**src/rtl/tt_sweep_pkg.sv**
```systemverilog
// Shared types and sizes for the truth-table sweep reader.
package tt_sweep_pkg;

  localparam int unsigned TT_ROWS = 8;
  localparam int unsigned CODE_W  = 8;
  localparam int unsigned ROW_W   = 3;
  localparam int unsigned CNT_W   = 8;

  typedef logic [ROW_W-1:0]  row_t;
  typedef logic [CODE_W-1:0] code_t;
  typedef logic [CNT_W-1:0]  cnt_t;

  typedef enum logic {
    IDLE   = 1'b0,
    SETTLE = 1'b1
  } state_t;

endpackage

```
**src/rtl/tt_sweep_reader_if.sv**
```systemverilog
// Control and DUT-side signals of the sweep reader; master is the bench/host side.
interface tt_sweep_reader_if;
  import tt_sweep_pkg::*;

  logic  start;
  logic  abort;
  logic  dut_out;
  row_t  dut_in;
  logic  busy;
  logic  done;
  code_t code;
  logic  match;

  modport master (
    output start, abort, dut_out,
    input  dut_in, busy, done, code, match
  );

  modport slave (
    input  start, abort, dut_out,
    output dut_in, busy, done, code, match
  );

endinterface

```
**src/rtl/tt_sync2.sv**
```systemverilog
// Two-flop synchroniser with asynchronous active-low reset to 0.
module tt_sync2 (
  input  logic clk,
  input  logic rst_n,
  input  logic d,
  output logic q
);

  logic meta_q;

  always_ff @(posedge clk or negedge rst_n) begin
    if (!rst_n) begin
      meta_q <= 1'b0;
      q      <= 1'b0;
    end else begin
      meta_q <= d;
      q      <= meta_q;
    end
  end

endmodule

```
**src/rtl/tt_sweep_reader.sv**
```systemverilog
// Drives all eight rows of a 3-input gate, samples its output and assembles the truth-table code.
// Define TT_SWEEP_SYNC_EN to pass dut_out through a 2-flop synchroniser before capture.
module tt_sweep_reader
  import tt_sweep_pkg::*;
#(
  parameter int unsigned SETTLE_CYCLES = 4,
  parameter code_t       EXPECTED      = 8'h9B
) (
  input  logic               clk,
  input  logic               rst_n,
  tt_sweep_reader_if.slave   bus
);

  localparam row_t LAST_ROW = ROW_W'(TT_ROWS - 1);
  localparam cnt_t SETTLE_LOAD = CNT_W'(SETTLE_CYCLES);

  if (SETTLE_CYCLES > 255) begin : g_range_chk
    $error("tt_sweep_reader: SETTLE_CYCLES must be 0..255");
  end

  logic sample;

`ifdef TT_SWEEP_SYNC_EN
  // The synchroniser eats two cycles of each row's settle window.
  if (SETTLE_CYCLES < 2) begin : g_sync_chk
    $error("tt_sweep_reader: SETTLE_CYCLES must be >= 2 with TT_SWEEP_SYNC_EN");
  end

  tt_sync2 u_sync (
    .clk   (clk),
    .rst_n (rst_n),
    .d     (bus.dut_out),
    .q     (sample)
  );
`else
  assign sample = bus.dut_out;
`endif

  state_t state_q, state_d;
  row_t   row_q,   row_d;
  cnt_t   cnt_q,   cnt_d;
  code_t  code_q,  code_d;
  logic   match_q, match_d;
  logic   busy_q,  busy_d;
  logic   done_q,  done_d;

  // Row r lands at code[7-r] so row 000 is the MSB.
  row_t bit_idx;
  assign bit_idx = ROW_W'(LAST_ROW - row_q);

  always_comb begin
    state_d = state_q;
    row_d   = row_q;
    cnt_d   = cnt_q;
    code_d  = code_q;
    match_d = match_q;
    busy_d  = busy_q;
    done_d  = 1'b0;

    case (state_q)
      IDLE: begin
        if (bus.start) begin
          state_d = SETTLE;
          row_d   = '0;
          cnt_d   = SETTLE_LOAD;
          code_d  = '0;
          match_d = 1'b0;
          busy_d  = 1'b1;
        end
      end

      SETTLE: begin
        if (bus.abort) begin
          state_d = IDLE;
          row_d   = '0;
          cnt_d   = '0;
          busy_d  = 1'b0;
        end else if (cnt_q != '0) begin
          cnt_d = CNT_W'(cnt_q - CNT_W'(1));
        end else begin
          code_d[bit_idx] = sample;
          if (row_q == LAST_ROW) begin
            state_d = IDLE;
            row_d   = '0;
            busy_d  = 1'b0;
            done_d  = 1'b1;
            // Final bit is folded in on the same edge it is captured.
            match_d = ({code_q[CODE_W-1:1], sample} == EXPECTED);
          end else begin
            row_d = ROW_W'(row_q + ROW_W'(1));
            cnt_d = SETTLE_LOAD;
          end
        end
      end

      default: state_d = IDLE;
    endcase
  end

  always_ff @(posedge clk or negedge rst_n) begin
    if (!rst_n) begin
      state_q <= IDLE;
      row_q   <= '0;
      cnt_q   <= '0;
      code_q  <= '0;
      match_q <= 1'b0;
      busy_q  <= 1'b0;
      done_q  <= 1'b0;
    end else begin
      state_q <= state_d;
      row_q   <= row_d;
      cnt_q   <= cnt_d;
      code_q  <= code_d;
      match_q <= match_d;
      busy_q  <= busy_d;
      done_q  <= done_d;
    end
  end

  // Row register is zero outside a sweep, so it drives the DUT inputs directly.
  assign bus.dut_in = row_q;
  assign bus.busy   = busy_q;
  assign bus.done   = done_q;
  assign bus.code   = code_q;
  assign bus.match  = match_q;

endmodule
```
**src/flat_wrapper.sv**
```systemverilog
// flat-port wrapper written by rule: the top's interface ports become plain ports
module tt_sweep_reader_flat import tt_sweep_pkg::*;
#(
  parameter int unsigned SETTLE_CYCLES = 4,
  parameter code_t       EXPECTED      = 8'h9B
)
  (clk, rst_n, bus_start, bus_abort, bus_dut_out, bus_dut_in, bus_busy, bus_done, bus_code, bus_match);
  tt_sweep_reader_if bus_i ();
  input  logic clk;
  input  logic rst_n;
  input wire logic [$bits(bus_i.start)-1:0] bus_start;
  input wire logic [$bits(bus_i.abort)-1:0] bus_abort;
  input wire logic [$bits(bus_i.dut_out)-1:0] bus_dut_out;
  output wire logic [$bits(bus_i.dut_in)-1:0] bus_dut_in;
  output wire logic [$bits(bus_i.busy)-1:0] bus_busy;
  output wire logic [$bits(bus_i.done)-1:0] bus_done;
  output wire logic [$bits(bus_i.code)-1:0] bus_code;
  output wire logic [$bits(bus_i.match)-1:0] bus_match;
  assign bus_i.start = bus_start;
  assign bus_i.abort = bus_abort;
  assign bus_i.dut_out = bus_dut_out;
  assign bus_dut_in = bus_i.dut_in;
  assign bus_busy = bus_i.busy;
  assign bus_done = bus_i.done;
  assign bus_code = bus_i.code;
  assign bus_match = bus_i.match;
  tt_sweep_reader #(.SETTLE_CYCLES(SETTLE_CYCLES), .EXPECTED(EXPECTED)) u_core (.clk(clk), .rst_n(rst_n), .bus(bus_i));
endmodule
```
**config.mk**
```make
export PLATFORM = sky130hd
export DESIGN_NAME = tt_sweep_reader_flat
export DESIGN_NICKNAME = d
export VERILOG_FILES = /design/src/rtl/tt_sweep_pkg.sv /design/src/rtl/tt_sweep_reader_if.sv /design/src/rtl/tt_sync2.sv /design/src/rtl/tt_sweep_reader.sv /design/src/flat_wrapper.sv
export SDC_FILE = /design/constraint.sdc
export NUM_CORES = 1
export LEC_CHECK = 0
export ABC_AREA = 1
export CAP_MARGIN = 20
export CELL_PAD_IN_SITES_DETAIL_PLACEMENT = 0
export CELL_PAD_IN_SITES_GLOBAL_PLACEMENT = 1
export CORE_MARGIN = 2
export CORE_UTILIZATION = 39
export CTS_CLUSTER_DIAMETER = 120
export DETAILED_ROUTE_END_ITERATION = 10
export PLACE_DENSITY = 0.84
export SKIP_LAST_GASP = 1
export SYNTH_ARGS = -nofsm -noshare
export SYNTH_HDL_FRONTEND = slang
export SYNTH_SLANG_ARGS = --single-unit
```
**constraint.sdc**
```tcl
create_clock -name clk -period 1.7 [get_ports clk]
set_input_delay 0.255 -clock clk [delete_from_list [all_inputs] [get_ports clk]]
set_output_delay 0.255 -clock clk [all_outputs]
set_load 0.005 [all_outputs]
```
---- Word-level counts from Yosys, hierarchy flattened ----
Cells that the tools add are included.
storage, ports and cells
  register bits after elaboration ......... 23
  bits of input ports ..................... 5
  word-level logic and storage cells ...... 65
operators by class
  $add $sub $neg .......................... 3
  $lt $le $gt $ge ......................... 2
  equal/unequal tests ..................... 9
  multiplexer cells ....................... 36
  bitwise gates (word level) .............. 1
  reduce and logical (&&, ||, !) cells .... 7
operators by type and width
  cell                 count
  $mux 8               7
  $pmux 8 s2           2
  $mux 1               17
  $mux 3               4
  $bwmux 8             1
  $eq 8x8->1 const B   1
  $ne 2x2->1 const B   4
  $reduce_bool 8->1    1
  $sub 8x1->8 const B  1
  $ne 3x3->1 const B   2
  $pmux 1 s2           3
  $pmux 3 s2           1
  $reduce_and 3->1     2
  $lt 3x4->1 const B   1
  $ne 4x4->1 const B   1
  $reduce_and 2->1     2
  $reduce_and 4->1     1
  $add 3x1->3 const B  1
  $demux 1 s3          1
  $eq 3x3->1 const B   1
  $ge 3x1->1 const B   1
  $sub 3x3->3 const A  1
  $logic_and 1x1->1    1
  $not 1->1            1

---- Depth between registers and ports, before layout ----
  depth after elaboration ................. 9
  gate-level depth with buffers ........... 10
  mapped depth without buffers ............ 9

---- Worst setup path after synthesis ----
OpenSTA, ideal clock, no wires.
  path type ............................... register to register
  start point ............................. register u_core.cnt_q[0]
  end point ............................... register u_core.code_q[4], in the netlist u_core.bus.code[4]
  setup time .............................. 117 ps
  data arrival time ....................... 1464 ps
  required time ........................... 1583 ps
  slack ................................... 119 ps
  stages on the path, launching flop included .. 11
  buffers on the path ..................... 1
  clock period less this slack ............ 1581 ps
  cells stage by stage .................... dfrtp_1 -> inv_1 -> ha_1 -> nand3_4 -> nor2_8 -> nor2_4 -> nor2_4 -> buf_6 -> nand2_1 -> nand2_1 -> nand2_1
between the ends
  word-level cells in the longest chain between the ends .. 3
ends and longest elaborated chain
  what                               RTL line                source
  start: declaration                 tt_sweep_reader.sv:41   cnt_t cnt_q, cnt_d;
  start signal: assignment           tt_sweep_reader.sv:112  cnt_q <= cnt_d;
  $reduce_bool 8->1                  tt_sweep_reader.sv:78   end else if (cnt_q != '0) begin
  $ne 2x2->1 (no source line)        n/a
  $reduce_and 3->1 (no source line)  n/a
  end signal: assignment             tt_sweep_reader.sv:113  code_q <= code_d;
  end: declaration                   tt_sweep_reader.sv:42   code_t code_q, code_d;
No other way between the ends.
A chain may end at the register's enable or synchronous reset.

---- Worst setup path in the final report ----
  start point ............................. register u_core.row_q[1], in the netlist u_core.bus.dut_in[1]
  end point ............................... output port bus_dut_in[1]
RTL lines
  what                      RTL line                source
  start: declaration        tt_sweep_reader.sv:40   row_t row_q, row_d;
  start signal: assignment  tt_sweep_reader.sv:111  row_q <= row_d;
  end: declaration          flat_wrapper.sv:14      output wire logic [$bits(bus_i.dut_in)-1:0] bus_dut_in;
No word-level cell between the ends.

==> metrics <==
multi-input logic area=694 um2; Routed WL=2870 um; gpl congestion=0.828; ys flop type=dfrtp_1; critical path, cell by cell=buf_4 -> clkdlybuf4s50_1; drt drc=0; critical path endpoint category=output port; Die X=62.9 um; number of enable flip-flop cells after synthesis=0; Internal=1400 uW; I/O Pins=19; PnR worst setup slack=0.0977 ns; clock network power share=9.8%; # rows=21; vias in the first global route=1207; crit path launch=u_core.bus.dut_in[1]; clock latency on the worst-skew pair=0.30 ns; Net Sw Frac=45.1%; overall routing resource usage=16.3%; maximum clock rate=624 MHz; part of the power in registers=32.4%; Tot Pwr=2550 uW; sequential cell area fraction in the yosys report=42.5%; Final Skew=0.00181 ns; Die H=62.9 um; Nets=217; R2R cell count=10; largest cells by area after synthesis=dfrtp_1, nand2_1, nand3_1; max incr delay on CP=0.51 ns; reg-to-reg startpoint=u_core.cnt_q[0]; CP top delay family=buffers and inverters; Initial Util=40.6%; final period utilization=94.3%; Gate power share=57.8%; initial antenna violation count=0; global-route wire length before repair=5290 um; Slew Limit Fails=0; Reg area=577 um2; status=completed; Detailed Route Iter0 Violations=50; WP buf/inv=2; Setup CP Type=reg -> out; Synthesis Warnings=0; top cells by count, synth=nand2_1, dfrtp_1, inv_1, nand3_1, nor2_1; clock sinks=23; Post-synth ARST share=100%; Synth Register Bits=23; IO Port Bufs=18; CP max stage cell=clkdlybuf4s50_1; post-place setup slack=-0.0166 ns; P per Cell Area=1510 nW/um2; Lkg Pwr=0.000863 uW; Clock Path Buffers=2; Post-Syn Area=1360 um2; Yosys top cell area share=42.5%; die area=3960 um2; wire per inst=11.3 um; Core Region=3340 um2; min cycle time layout=1.60 ns; routed via count=1226; cell accounting for the most synthesized area=dfrtp_1; Fin. Hold Viols=0; post-route ant nets=0; Synth Instances=180; ant diodes=0; First-pass DRT Iterations=4; WP data arrival=1.35 ns; worst-path maximum fanout=8; total CTS buffers=3; RSZ-0062 raised after global routing=true; reg2reg setup slack=0.15 ns; root buffer cell=clkbuf_4; TritonCTS clock tree=yes; total grt overflow=0; H-tree level count=1; hpwl dp=2220 um; Psw=1150 uW; max-cap viol count=0; Vias/cell=4.83; Layout fillers=346; R2R Path End=u_core.bus.code[7]; CTS clk-pin slew, worst paths=0.12 ns; worst-margin pin slew=0.293 ns; per-instance average area after synthesis=7.53 um2; Levels on crit path=2; Required @ worst endpoint=1.44 ns; Peak VDD IR=0.000593 V; Area growth syn-to-layout=24.8%; Worst setup SP type=flop; most frequent cell after synthesis=nand2_1; number of setup violations in the final report=0; post-synthesis cell type count=22; type of the worst min-delay path=in -> async; syn_nets=188; largest net degree at the start of global routing=24; Max-slew headroom=80.5%; layout cells sized above 1=13.5%
cell usage in the layout, fill, tap and decap left out, types with 2 or more instances in the layout:
cell	synthesis	layout
buf_4	0	8
nor2_2	1	2
nand2_1	58	58
nor2_4	3	3
o21ai_0	8	8
inv_1	20	20
nor3_1	5	5
ha_1	3	3
xor2_1	3	3
clkdlybuf4s50_1	0	18
or2_2	5	5
dfrtp_1	23	22
clkbuf_4	0	3
nand3b_1	4	4
nor2_1	16	15
nand4_1	3	3
nand3_1	20	20
stage by stage:
| stage | utilization (%) | hold WS (ns) | setup TNS (ns) | instances | area, um2 |
|---|---|---|---|---|---|
| after floorplan | - | -0.0406 | 0 | 180 | 1360 |
| after global placement | 48.9 | 0.460 | 0 | 249 | 1630 |
| after detailed placement | 48.9 | 0.467 | -0.0457 | 249 | 1630 |
| after CTS | 49.8 | 0.285 | 0 | 253 | 1660 |
| after global routing | 50.7 | 0.297 | -0.0114 | 254 | 1690 |
| final | 50.7 | 0.283 | 0 | 254 | 1690 |
worst reg2reg max path, cell delays in order (launching register included):
cell	delay, ns
dfrtp_1	0.41
inv_1	0.08
ha_1	0.21
nand3_4	0.11
nor2_8	0.17
nor2_4	0.05
nor2_4	0.13
buf_12	0.14
nand2_1	0.06
nand2_1	0.05
nand2_1	0.05
sequential cells by signal, indices dropped and copies added, names as in the netlist:
signal / count
u_core.bus.done: 1
u_core.bus.busy: 1
u_core.bus.code: 8
u_core.cnt_q: 8
u_core.bus.match: 1
u_core.state_q: 1
u_core.bus.dut_in: 3
cell type report:
type,count,area share (%)
clock buffer,3,1.33
clock inverter,1,0.296
inverter,20,4.44
multi-input combinational,134,41.1
sequential,23,34.1
tap,46,3.40
timing repair buffer,27,15.4
power groups by stage:
stage / combinational, uW / clock, uW / sequential (uW)
2_1_floorplan: 1010 / 0 / 815
3_3_place_gp: 1370 / 0 / 826
3_5_place_dp: 1400 / 0 / 832
4_1_cts: 1410 / 263 / 821
5_1_grt: 1670 / 292 / 845
6_report: 1470 / 251 / 824
timing repair:
action	CTS	global route
hold buffers	0	0
setup buffers	0	1
setup endpoints to repair	0	13
resized for setup	0	3
layer usage:
layer / routed length, um / vias up / global-route usage (%) / part of all wire, %
met5: 0 / - / 0 / 0
met4: 39 / 0 / 4.17 / 1.4
met3: 85 / 6 / 2.16 / 3.0
met2: 1380 / 26 / 27.9 / 48
met1: 1370 / 563 / 21.5 / 48
li1: - / 631 / - / -
worst max-delay path by stage:
stage          slack, ns                  to
2_1_floorplan       0.12  u_core.bus.code[4]
3_3_place_gp        0.02  u_core.bus.code[2]
3_5_place_dp       -0.02  u_core.bus.code[2]
4_1_cts             0.05  u_core.bus.code[2]
5_1_grt            -0.01     u_core.cnt_q[2]
6_report             0.1       bus_dut_in[1]
kinds of logic after synthesis:
| kind of cell | after synthesis | synth area share [%] |
|---|---|---|
| adder cells (fa/ha/maj) | 3 | 2.77 |
| flip-flops | 23 | 42.5 |
| buffers and inverters | 23 | 7.02 |
| AO/OA/AOI/OAI | 10 | 3.97 |
| XOR/XNOR | 3 | 1.94 |
| AND/OR/NAND/NOR | 118 | 41.8 |
Note: power is estimated with default switching activity, not from simulation.
